--- config.mk ---
export PLATFORM = sky130hd
export DESIGN_NAME = bram_arbiter
export DESIGN_NICKNAME = d
export VERILOG_FILES = /design/src/rtl/bram_arbiter.sv
export SDC_FILE = /design/constraint.sdc
export NUM_CORES = 1
export LEC_CHECK = 0
export CORE_MARGIN = 5
export CORE_UTILIZATION = 38
export CTS_BUF_LIST = sky130_fd_sc_hd__clkbuf_2 sky130_fd_sc_hd__clkbuf_4 sky130_fd_sc_hd__clkbuf_8
export DETAILED_ROUTE_END_ITERATION = 6
export PLACE_DENSITY = 0.87
export SLEW_MARGIN = 20
export SYNTH_ARGS = -nofsm -noshare
export SYNTH_HDL_FRONTEND = slang
export SYNTH_SLANG_ARGS = --single-unit
--- constraint.sdc ---
create_clock -name clk -period 1.9 [get_ports clk]
set_clock_uncertainty 0.1 [all_clocks]
set_input_delay 0.285 -clock clk [delete_from_list [all_inputs] [get_ports clk]]
set_output_delay 0.285 -clock clk [all_outputs]
set_load 0.01 [all_outputs]
--- src/rtl/bram_arbiter.sv ---
// bram_arbiter
//   Arbiter and sequencer in front of one single-port, read-first BRAM with a
//   1-cycle read latency. Two requesters (A = table loader, B = lookup) share
//   the array, and a hardware sweep can zero every word.
//
//   Build option: BRAM_ARB_FIXED_PRIO_EN
//     defined   -> A always wins a conflict, no round-robin pointer
//     undefined -> round-robin, the requester not served last wins
//
//   Ports
//     clk, rst_n                 clock, async active-low reset
//     clear_start / clear_busy   start pulse / sweep in progress
//     a_* / b_*                  req, we, addr, wdata in; gnt, rvalid, rdata out
//     mem_*                      BRAM addr, read_write, data_in, clear, data_out
module bram_arbiter #(
  parameter int N = 13,
  parameter int W = 16
) (
  input  logic         clk,
  input  logic         rst_n,
  input  logic         clear_start,
  output logic         clear_busy,
  input  logic         a_req,
  input  logic         a_we,
  input  logic [N-1:0] a_addr,
  input  logic [W-1:0] a_wdata,
  output logic         a_gnt,
  output logic         a_rvalid,
  output logic [W-1:0] a_rdata,
  input  logic         b_req,
  input  logic         b_we,
  input  logic [N-1:0] b_addr,
  input  logic [W-1:0] b_wdata,
  output logic         b_gnt,
  output logic         b_rvalid,
  output logic [W-1:0] b_rdata,
  output logic [N-1:0] mem_addr,
  output logic         mem_rw,
  output logic [W-1:0] mem_wdata,
  output logic         mem_clear,
  input  logic [W-1:0] mem_rdata
);

  localparam logic [0:0] IDLE  = 1'b0;
  localparam logic [0:0] CLEAR = 1'b1;
  localparam int         STAGES = 2;
  // One extra counter bit: the sweep ends when the count reaches 2**N.
  localparam logic [N:0] CNT_END = {1'b1, {N{1'b0}}};
  localparam logic [N:0] CNT_ONE = {{N{1'b0}}, 1'b1};

  logic [0:0]        state;
  logic [N:0]        clr_cnt;
  logic              can_grant;
  logic              win_we;
  logic [N-1:0]      win_addr;
  logic [W-1:0]      win_wdata;
  logic              vld_in;
  logic [STAGES:1]   vld_pipe;
  logic [STAGES:1]   id_pipe;   // 1 = read belongs to B

  // clear_start outranks any request in the cycle it is seen.
  assign can_grant = (state == IDLE) && !clear_start;

`ifdef BRAM_ARB_FIXED_PRIO_EN
  assign a_gnt = can_grant & a_req;
  assign b_gnt = can_grant & b_req & ~a_req;
`else
  logic rr_last_b;  // last served requester was B

  assign a_gnt = can_grant & a_req & (~b_req | rr_last_b);
  assign b_gnt = can_grant & b_req & (~a_req | ~rr_last_b);

  always_ff @(posedge clk or negedge rst_n) begin
    if (!rst_n)              rr_last_b <= 1'b1;
    else if (a_gnt || b_gnt) rr_last_b <= b_gnt;
  end
`endif

  always_comb begin
    win_we    = a_we;
    win_addr  = a_addr;
    win_wdata = a_wdata;
    if (b_gnt) begin
      win_we    = b_we;
      win_addr  = b_addr;
      win_wdata = b_wdata;
    end
  end

  always_ff @(posedge clk or negedge rst_n) begin
    if (!rst_n) begin
      state     <= IDLE;
      clr_cnt   <= '0;
      mem_addr  <= '0;
      mem_rw    <= 1'b0;
      mem_wdata <= '0;
    end else if (state == IDLE) begin
      if (clear_start) begin
        // Address 0 is driven in the first busy cycle, so the count starts at 1.
        state     <= CLEAR;
        clr_cnt   <= CNT_ONE;
        mem_addr  <= '0;
        mem_rw    <= 1'b1;
        mem_wdata <= '0;
      end else if (a_gnt || b_gnt) begin
        mem_addr  <= win_addr;
        mem_rw    <= win_we;
        mem_wdata <= win_wdata;
      end else begin
        mem_rw    <= 1'b0;
      end
    end else begin
      if (clr_cnt == CNT_END) begin
        state  <= IDLE;
        mem_rw <= 1'b0;
      end else begin
        mem_addr <= clr_cnt[N-1:0];
        clr_cnt  <= clr_cnt + CNT_ONE;
      end
    end
  end

  // Read valid pipe keeps shifting through a sweep so in-flight reads finish.
  assign vld_in = (a_gnt | b_gnt) & ~win_we;

  always_ff @(posedge clk or negedge rst_n) begin
    if (!rst_n) begin
      vld_pipe <= '0;
      id_pipe  <= '0;
    end else begin
      vld_pipe <= {vld_pipe[STAGES-1:1], vld_in};
      id_pipe  <= {id_pipe[STAGES-1:1], b_gnt};
    end
  end

  assign clear_busy = (state == CLEAR);
  assign a_rvalid   = vld_pipe[STAGES] & ~id_pipe[STAGES];
  assign b_rvalid   = vld_pipe[STAGES] &  id_pipe[STAGES];
  assign a_rdata    = mem_rdata;
  assign b_rdata    = mem_rdata;
  assign mem_clear  = 1'b0;

endmodule

==> reports/qor.yml <==
run_status: "finished, final reports clean"
num_rows: 32
slowest_stage: "clkdlybuf4s50_1"
vias: 2457
cts-root-buf: "clkbuf_8"
drive_gt1_frac: 0.129
fmax_ghz: 0.547
min_path_type: "register to register"
diodes: 0
slew_headroom: 0.595
tritoncts: "done"
routabilityCongestion: 0.853
synth-main-ff-cell: "dfrtp_1"
synthArstFlopShare: 1.00
final_cells: 481
worstHoldStart: "vld_pipe[1]"
wl_per_cell_um: 15.6
worst_setup_path_end_kind: "output port"
port_buffers: 99
synth_edf_count: 0
max_stage_delay_ns: 0.56
grt_first_pass_wirelength_um: 12200
placed_cells: 471
critPathTopFamily: "buffers and inverters"
grt_max_degree: 51
reg2reg_setup_slack_ns: 0.11
core_area_um2: 7810
ys_warn_count: 0
slew_viol_final: 0
syn_avg_cell_area_um2: 9.96
die_area_um2: 9970
worst-path-max-fanout: 28
setup_violations: 0
ys_types: 46
crit_chain: "buf_12, clkdlybuf4s50_1"
nNetsFinal: 461
path_clk_slew_ns: 0.09
min_period_over_period: 0.962
drc: 0
start_util: 0.393
numCtsBuffers: 5
fin_crit_ns: 1.83
hpwl_um: 5750
whs_ns: 0.258
synthesis.nets: 391
cap_violations: 0
critPathKind: "register to output port"
grt_setup_unrepaired: "no"
peakVddDrop_mv: 0.386
ys_seq_area_frac: 0.408
dieHeight_um: 99.9
netlist_instances: 308
grt-ovfl-total: 0
antenna_found_initial: 0
critPathRequiredTime_ns: 1.51
cp-start-kind: "register"
cts_num_sinks: 50
cp.arrival_ns: 1.44
worst-path-buf-inv: 2
vias_per_cell: 5.11
power_density_nw_per_um2: 819
syn-cell-area_um2: 3070
area_growth_pct: 34.0
finalHoldViolations: 0
h-tree-depth: 2
grt_usage: 0.148
drt_iter0_markers: 118
tightest_slew_ns: 0.605
num_io_pins: 149
ys_ff_latch: 50
postRouteWirelength_um: 7510
dr.pass1.iters: 4
reg2reg_from: "clr_cnt[0]"
p_leak_nw: 1.80
die_x_um: 99.9
detail-route-antenna-nets: 0
clk_latency_ns: 0.30
grt_pass1_vias: 2545
cp-startpoint: "clear_busy"
cts_buffer_depth: 2
==> per-layer routing <==
layer,GRT usage,vias to the layer above,share of wire
met5,0,-,0
met4,0.0336,0,0.0099
met3,0.0396,11,0.075
met2,0.253,81,0.49
met1,0.188,1207,0.43
li1,-,1158,-
==> cells in the final DEF, fill, tap and decap left out, types with 5 or more instances in the layout <==
cell type and instances:
nor2b_1 17, mux2_4 10, nand2_1 17, o21ai_0 13
nor2_1 21, inv_1 5, clkdlybuf4s50_1 96, a22o_1 9
mux2i_1 31, and3_1 5, a21oi_1 20, xnor2_1 5
buf_4 14, dfrtp_1 48, clkbuf_8 5, nand3_1 6
==> stage by stage <==
stage           util  instance area, um2  TNS [ns]  setup slack, ns  power [mW]
4_1_cts        0.525                4100         0           0.0137        3.39
2_1_floorplan      -                3070         0           0.0587        2.07
6_report       0.526                4110         0           0.0718        3.37
5_1_grt        0.526                4110         0         0.000972        3.58
3_5_place_dp   0.505                3940     -6.47           -0.262        2.62
3_3_place_gp   0.505                3940     -4.57           -0.174        2.57
==> final cells by class <==
cell class | count | area (um2)
Clock inverter | 1 | 30.0
Multi-Input combinational cell | 199 | 1440
Sequential cell | 50 | 1250
Fill cell | 687 | 3700
Timing Repair Buffer | 117 | 1150
Inverter | 5 | 18.8
Clock buffer | 7 | 83.8
Tap cell | 102 | 128
==> synth_stat cells (all sizes together), types with 2 or more instances <==
master  instances  area (um2)
a21oi          20         100
nor2b          17         106
mux2i          31         310
nand4           3        18.8
xnor2           5        43.8
a31oi           2        12.5
nand2b          2        12.5
or2             2        12.5
o21ai          15        75.1
a211o           2        17.5
and3            5        31.3
clkbuf         13        48.8
mux2           13         184
inv             5        18.8
buf            41         328
nor4            2        18.8
nor3            6        35.0
nand3           6        30.0
nand2          17        63.8
nor2           24         100
dfrtp          49        1230
and2            3        21.3
xor2            4        35.0
a22o            9        78.8
ha              2        25.0
==> worst register-to-register path, delay by kind of cell (launching register included) <==
family	cells	cell delay, ns
and+or+nand+nor	3	0.48
DFF	1	0.36
muxes	1	0.33
buffers and inverters	2	0.21
adders and majority gates	1	0.21
==> repair_timing <==
action,in CTS,in global routing
hold endpoints to repair,49,0
pin swaps,1,0
setup buffers,1,0
resized for setup,6,4
hold buffers,1,0
endpoints found under the setup margin,16,6
==> state kept, by name (all words and copies together) (netlist names) <==
register and flops:
vld_pipe 2, clear_busy 1, mem_wdata 16, mem_addr 13, mem_rw 1, rr_last_b 1
clr_cnt 14, id_pipe 2
==> worst paths after layout <==
| kind | to | cells after the start |
|---|---|---|
| max reg2reg | mem_addr[4] | 7 |
| min in group asynchronous | clr_cnt[7] | 3 |
| min reg2reg | vld_pipe[2] | 0 |
| min | vld_pipe[2] | 0 |
| max in group asynchronous | rr_last_b | 3 |
| max | clear_busy | 2 |
==> power by group <==
part / switching [mW] / internal [mW] / leakage, nW
sequential: 0.170 / 1.27 / 0.624
clock: 0.345 / 0.423 / 0.0593
combinational: 0.480 / 0.679 / 1.11
==> logic make-up after synthesis <==
kind of cell,synth area share
mux,0.161
other cells,0.00122
simple gates,0.164
xor+xnor,0.0257
compound gates,0.102
buf+inv,0.129
fa+ha+maj,0.00816
flops,0.408
No activity file was read; power rests on OpenSTA's default activity.
